==> src/rtl/pc_table_pkg.sv <==
// Shared types and default constants for the PC target table.
package pc_table_pkg;

    // Entry addressing mode: absolute target or PC-relative offset.
    typedef enum logic {
        ABS = 1'b0,
        REL = 1'b1
    } mode_e;

    // Per-entry control bits. The D-bit value field sits in a parallel array
    // because its width is a per-instance parameter.
    typedef struct packed {
        logic  valid;
        mode_e mode;
    } entry_t;

    localparam int unsigned INIT0_DEFAULT = 4;
    localparam int unsigned INIT1_DEFAULT = 8;

endpackage

==> src/rtl/pc_rel_add.sv <==
// D-bit PC plus offset adder. A two's-complement offset wraps naturally mod 2^D.
module pc_rel_add #(
    parameter int unsigned D = 8
) (
    input  logic [D-1:0] pc,
    input  logic [D-1:0] offset,
    output logic [D-1:0] sum
);

    assign sum = pc + offset;

endmodule

==> src/rtl/pc_target_table.sv <==
// Small flop-based branch target table with a registered, write-first lookup port.
module pc_target_table
    import pc_table_pkg::*;
#(
    parameter int unsigned D     = 8,
    parameter int unsigned N     = 8,
    parameter int unsigned IW    = $clog2(N),
    parameter int unsigned INIT0 = INIT0_DEFAULT,
    parameter int unsigned INIT1 = INIT1_DEFAULT
) (
    input  logic          clk,
    input  logic          reset,
    input  logic          wr_en,
    input  logic [IW-1:0] wr_idx,
    input  logic [D-1:0]  wr_target,
    input  logic          wr_rel,
    input  logic          clr,
    input  logic          branch,
    input  logic [IW-1:0] idx,
    input  logic [D-1:0]  pc,
    output logic [D-1:0]  target,
    output logic          taken,
    output logic          miss,
    output logic [7:0]    miss_cnt
);

    entry_t         flags_q [N];
    logic [D-1:0]   value_q [N];

    entry_t         rd_flags;
    logic [D-1:0]   rd_value;
    logic [D-1:0]   rel_sum;

    logic [D-1:0]   target_d, target_q;
    logic           taken_d, taken_q;
    logic           miss_d, miss_q;
    logic [7:0]     miss_cnt_d, miss_cnt_q;

    // Entry storage: reset image, clear-all, then a write that overrides the clear.
    always_ff @(posedge clk or posedge reset) begin
        if (reset) begin
            for (int i = 0; i < N; i++) begin
                if (i == 0) begin
                    flags_q[i] <= '{valid: 1'b1, mode: ABS};
                    value_q[i] <= D'(INIT0);
                end else if (i == 1) begin
                    flags_q[i] <= '{valid: 1'b1, mode: ABS};
                    value_q[i] <= D'(INIT1);
                end else begin
                    flags_q[i] <= '{valid: 1'b0, mode: ABS};
                    value_q[i] <= '0;
                end
            end
        end else begin
            for (int i = 0; i < N; i++) begin
                if (wr_en && (wr_idx == IW'(i))) begin
                    flags_q[i] <= '{valid: 1'b1, mode: mode_e'(wr_rel)};
                    value_q[i] <= wr_target;
                end else if (clr) begin
                    flags_q[i].valid <= 1'b0;
                end
            end
        end
    end

    // Read port: stored (pre-clear) contents, bypassed by a same-index write.
    always_comb begin
        rd_flags = flags_q[idx];
        rd_value = value_q[idx];
        if (wr_en && (wr_idx == idx)) begin
            rd_flags = '{valid: 1'b1, mode: mode_e'(wr_rel)};
            rd_value = wr_target;
        end
    end

    pc_rel_add #(
        .D(D)
    ) u_rel_add (
        .pc    (pc),
        .offset(rd_value),
        .sum   (rel_sum)
    );

    // Lookup result and saturating miss count for the next cycle.
    always_comb begin
        target_d = '0;
        taken_d  = 1'b0;
        miss_d   = 1'b0;
        if (branch) begin
            if (rd_flags.valid) begin
                taken_d  = 1'b1;
                target_d = (rd_flags.mode == REL) ? rel_sum : rd_value;
            end else begin
                miss_d = 1'b1;
            end
        end
        miss_cnt_d = miss_cnt_q;
        if (miss_d && (miss_cnt_q != 8'hFF)) begin
            miss_cnt_d = miss_cnt_q + 8'd1;
        end
    end

    // Output registers; reset discards any lookup in flight.
    always_ff @(posedge clk or posedge reset) begin
        if (reset) begin
            target_q   <= '0;
            taken_q    <= 1'b0;
            miss_q     <= 1'b0;
            miss_cnt_q <= 8'd0;
        end else begin
            target_q   <= target_d;
            taken_q    <= taken_d;
            miss_q     <= miss_d;
            miss_cnt_q <= miss_cnt_d;
        end
    end

    assign target   = target_q;
    assign taken    = taken_q;
    assign miss     = miss_q;
    assign miss_cnt = miss_cnt_q;

endmodule
==> config.mk <==
export PLATFORM = sky130hd
export DESIGN_NAME = pc_target_table
export DESIGN_NICKNAME = d
export VERILOG_FILES = /design/src/rtl/pc_table_pkg.sv /design/src/rtl/pc_rel_add.sv /design/src/rtl/pc_target_table.sv
export SDC_FILE = /design/constraint.sdc
export NUM_CORES = 1
export LEC_CHECK = 0
export CELL_PAD_IN_SITES_DETAIL_PLACEMENT = 1
export CELL_PAD_IN_SITES_GLOBAL_PLACEMENT = 2
export CORE_MARGIN = 3
export CORE_UTILIZATION = 44
export DETAILED_ROUTE_END_ITERATION = 10
export PLACE_DENSITY_LB_ADDON = 0.1
export SLEW_MARGIN = 20
export SYNTH_ARGS = -nofsm -noshare
export SYNTH_HDL_FRONTEND = slang
export SYNTH_SLANG_ARGS = --single-unit
==> constraint.sdc <==
create_clock -name clk -period 6.8 [get_ports clk]
set_clock_uncertainty 0.2 [all_clocks]
set_input_delay 1.36 -clock clk [delete_from_list [all_inputs] [get_ports clk]]
set_output_delay 1.36 -clock clk [all_outputs]
set_load 0.02 [all_outputs]
==> flow_summary_export.csv <==
group,metric,value,unit
setup_path,max_stage_delay,0.80,ns
cells_and_area,post_route_cells_drive_above_1_share,33.3,%
clocking,clk-insertion-delay-late,0.37,ns
setup_path,cp.arrival,5.31,ns
placed_design,globalplace.congestion,0.782,
clocking,clock-sinks,98,
synthesis,synth_top_area_cell,"dfrtp_1",
cells_and_area,n_fill_cell,1052,
setup_path,start_kind,"input port",
timing,slew_headroom,35.1,%
cells_and_area,final_area,5620,µm²
synthesis,synth_top_area_share,48.7,%
timing,setup-tns-final,0,ns
setup_path,worstPathRequired,6.91,ns
routing,drtPass1Iterations,4,
setup_path,path_cells,"clkdlybuf4s50_1, xnor2_1, nand4_2, o21ai_0, fa_1, nor2b_1, o31a_1, or4b_2, a31o_2, a21boi_1",
clocking,numCtsBuffers,9,
hold_path,hold_path.class,"register to register",
setup_path,cp-end-kind,"register",
placed_design,portBuffers,45,
power_and_ir_drop,power.density,285,nW/µm²
grt,grt-ovfl-total,0,
synthesis,synth_ff_type,"dfrtp_1",
clocking,clockRootBuffer,"clkbuf_8",
clocking,cts_hold_buf,0,
cells_and_area,fin_nets,428,
floorplan,num_rows,37,
job,cap_violations,0,
synthesis,synth_fp_nets,379,
setup_path,crit_fanout,18,
synthesis,yosysSeqAreaShare,50.9,%
clocking,post_cts_buffers,0,
routing,drt_iter0_drc,71,
setup_path,cp_slowest_cell,"clkdlybuf4s50_1",
floorplan,ios,46,
clocking,cts.repair.resized,0,
timing,drv_slew,0,
clocking,cts_tree,"built",
timing,fmax,192,MHz
routing,drc_errors,0,
cells_and_area,num_antenna_cells,0,
synthesis,synthTopCellsByCount,"94 x dfrtp_1, 80 x mux2_2, 16 x mux4_2",
floorplan,die_w,111,µm
floorplan,start_util,46.0,%
routing,postRouteWirelength,10800,µm
setup_path,cp_top_family,"compound AO/OA/AOI/OAI gates",
grt,grt_pass1_vias,3203,
clocking,cts.path.max_buffers,2,
synthesis,yosysWarnings,0,
setup_path,critPathKind,"input port to register",
synthesis,syn_area_per_cell,14.1,µm²
timing,post-route-period-util,76.5,%
setup_path,path_buf_inv,1,
floorplan,core,10500,µm²
timing,hold_viol_final,0,
timing,tightestPinTransition,0.973,ns
routing,num_vias,3039,
power_and_ir_drop,ir_drop,0.146,mV
clocking,htreeDepth,3,
synthesis,syn_inst,342,
synthesis,synth_most_common_cell,"dfrtp_1",
clocking,path_clk_slew,0.10,ns
power_and_ir_drop,power_leakage,2.42,nW
routing,viasPerCell,5.71,
routing,ant_nets,0,
cells_and_area,area_growth,16.4,%
synthesis,synth-seq-cells,98,
grt,grt_pass1_wl,17600,µm
grt,grt_antenna_before_repair,0,
grt,grt_use_total,18.4,%
timing,fin_crit,5.20,ns
floorplan,die_area,12300,µm²
floorplan,die_h,111,µm
timing,rsz0062_at_grt,"no",
synthesis,synth-edff-count,0,
synthesis,async_reset_ff_share,100,%
placed_design,place_hpwl,7300,µm
synthesis,synth.distinct_cells,51,
status,status,"finished clean",
placed_design,placed_area,5440,µm²
synthesis,synth_area_leaders,"dfrtp_1 49%, mux2_2 19%, mux4_2 7.5%, dfstp_2 2.2%, mux4_1 2.2%",
timing,setup_viol,0,
grt,grt_max_degree,78,
synthesis,syn-cell-area,4830,µm²
routing,routedWlPerCell,20.3,µm
==> stage by stage <==
stage          cells  setup WS, ns  hold slack, ns  utilization (%)  total power, mW
2_1_floorplan    342          2.16           0.241                -             1.11
3_3_place_gp     516          1.23           0.257             51.7             1.25
3_5_place_dp     516          1.17           0.284             51.8             1.27
4_1_cts          532          1.57           0.305             53.4             1.62
5_1_grt          532          1.39           0.315             53.5             1.71
6_report         532          1.60           0.300             53.5             1.60
==> cells by family (layout without fill, tap and decap cells) <==
logic type,after synthesis,in the layout,share of synthesized area (%)
buf+inv,28,82,2.49
flops,98,98,50.9
xor+xnor,11,11,1.99
fa+ha+maj,9,9,2.49
mux,110,110,30.6
compound gates,41,41,6.04
simple gates,45,45,5.57
==> power breakdown <==
| part | switching (mW) | internal, mW |
|---|---|---|
| sequential | 0.0712 | 0.704 |
| combinational | 0.215 | 0.266 |
| clock | 0.196 | 0.153 |
| total | 0.482 | 1.12 |
==> layer usage <==
| layer | GRT usage [%] | routed length, µm | up-vias |
|---|---|---|---|
| met1 | 25.5 | 5120 | 1599 |
| met4 | 5.67 | 149 | 0 |
| met2 | 29.9 | 5220 | 53 |
| met5 | 0 | 0 | - |
| met3 | 3.17 | 320 | 13 |
| li1 | - | - | 1374 |
==> layout make-up <==
class	instances	area [µm²]	area share [%]
Clock buffer	14	163	2.89
Clock inverter	2	12.5	0.223
Inverter	14	53.8	0.957
Multi-Input combinational cell	216	2260	40.3
Sequential cell	98	2460	43.7
Tap cell	136	170	3.03
Timing Repair Buffer	52	503	8.95
==> state kept, by name (all words and copies together), names as in the netlist <==
signal and count:
target 8, value_q 64, flags_q 16, taken 1
miss_cnt 8, miss 1
==> cell usage in the layout, fill, tap and decap left out, drive strengths merged, types with 2 or more instances in the layout <==
master / netlist / final
dfrtp: 94 / 94
mux2: 82 / 82
clkdlybuf4s50: 0 / 45
mux4: 20 / 20
clkbuf: 7 / 14
inv: 14 / 13
nand2: 10 / 10
xnor2: 9 / 9
a21o: 8 / 8
o21ai: 8 / 8
ha: 8 / 8
mux2i: 8 / 8
nor2: 7 / 7
buf: 7 / 7
nand4: 6 / 6
a21oi: 6 / 6
and3: 4 / 4
dfstp: 4 / 4
nor3: 4 / 4
nand4b: 3 / 3
o21a: 3 / 3
a211o: 3 / 3
o22ai: 3 / 3
nand2b: 2 / 2
nor3b: 2 / 2
xor2: 2 / 2
nor2b: 2 / 2
a21boi: 2 / 2
clkinv: 0 / 2
==> final timing paths <==
path,start,to,slack (ns),depth (start not counted)
worst max-delay path,idx[0],target[6]$_DFF_PP0_,1.60,10
worst min-delay path,flags_q[11]$_DFFE_PP0P_,flags_q[11]$_DFFE_PP0P_,0.30,1
worst max register to register,value_q[19]$_DFFE_PP0P_,target[6]$_DFF_PP0_,3.43,9
worst min register to register,flags_q[11]$_DFFE_PP0P_,flags_q[11]$_DFFE_PP0P_,0.30,1
max in group asynchronous,reset,flags_q[7]$_DFFE_PP0P_,4.02,3
min in group asynchronous,reset,target[3]$_DFF_PP0_,1.07,2
==> worst reg2reg max path, delay by kind of cell, from the launching register on <==
kind / cells / cell delay (ns)
AOI/OAI and AO/OA: 4 / 0.68
and+or+nand+nor: 1 / 0.63
muxes: 3 / 1.08
adders and majority gates: 1 / 0.35
DFF: 1 / 0.38
(Power assumes the default switching activity.)
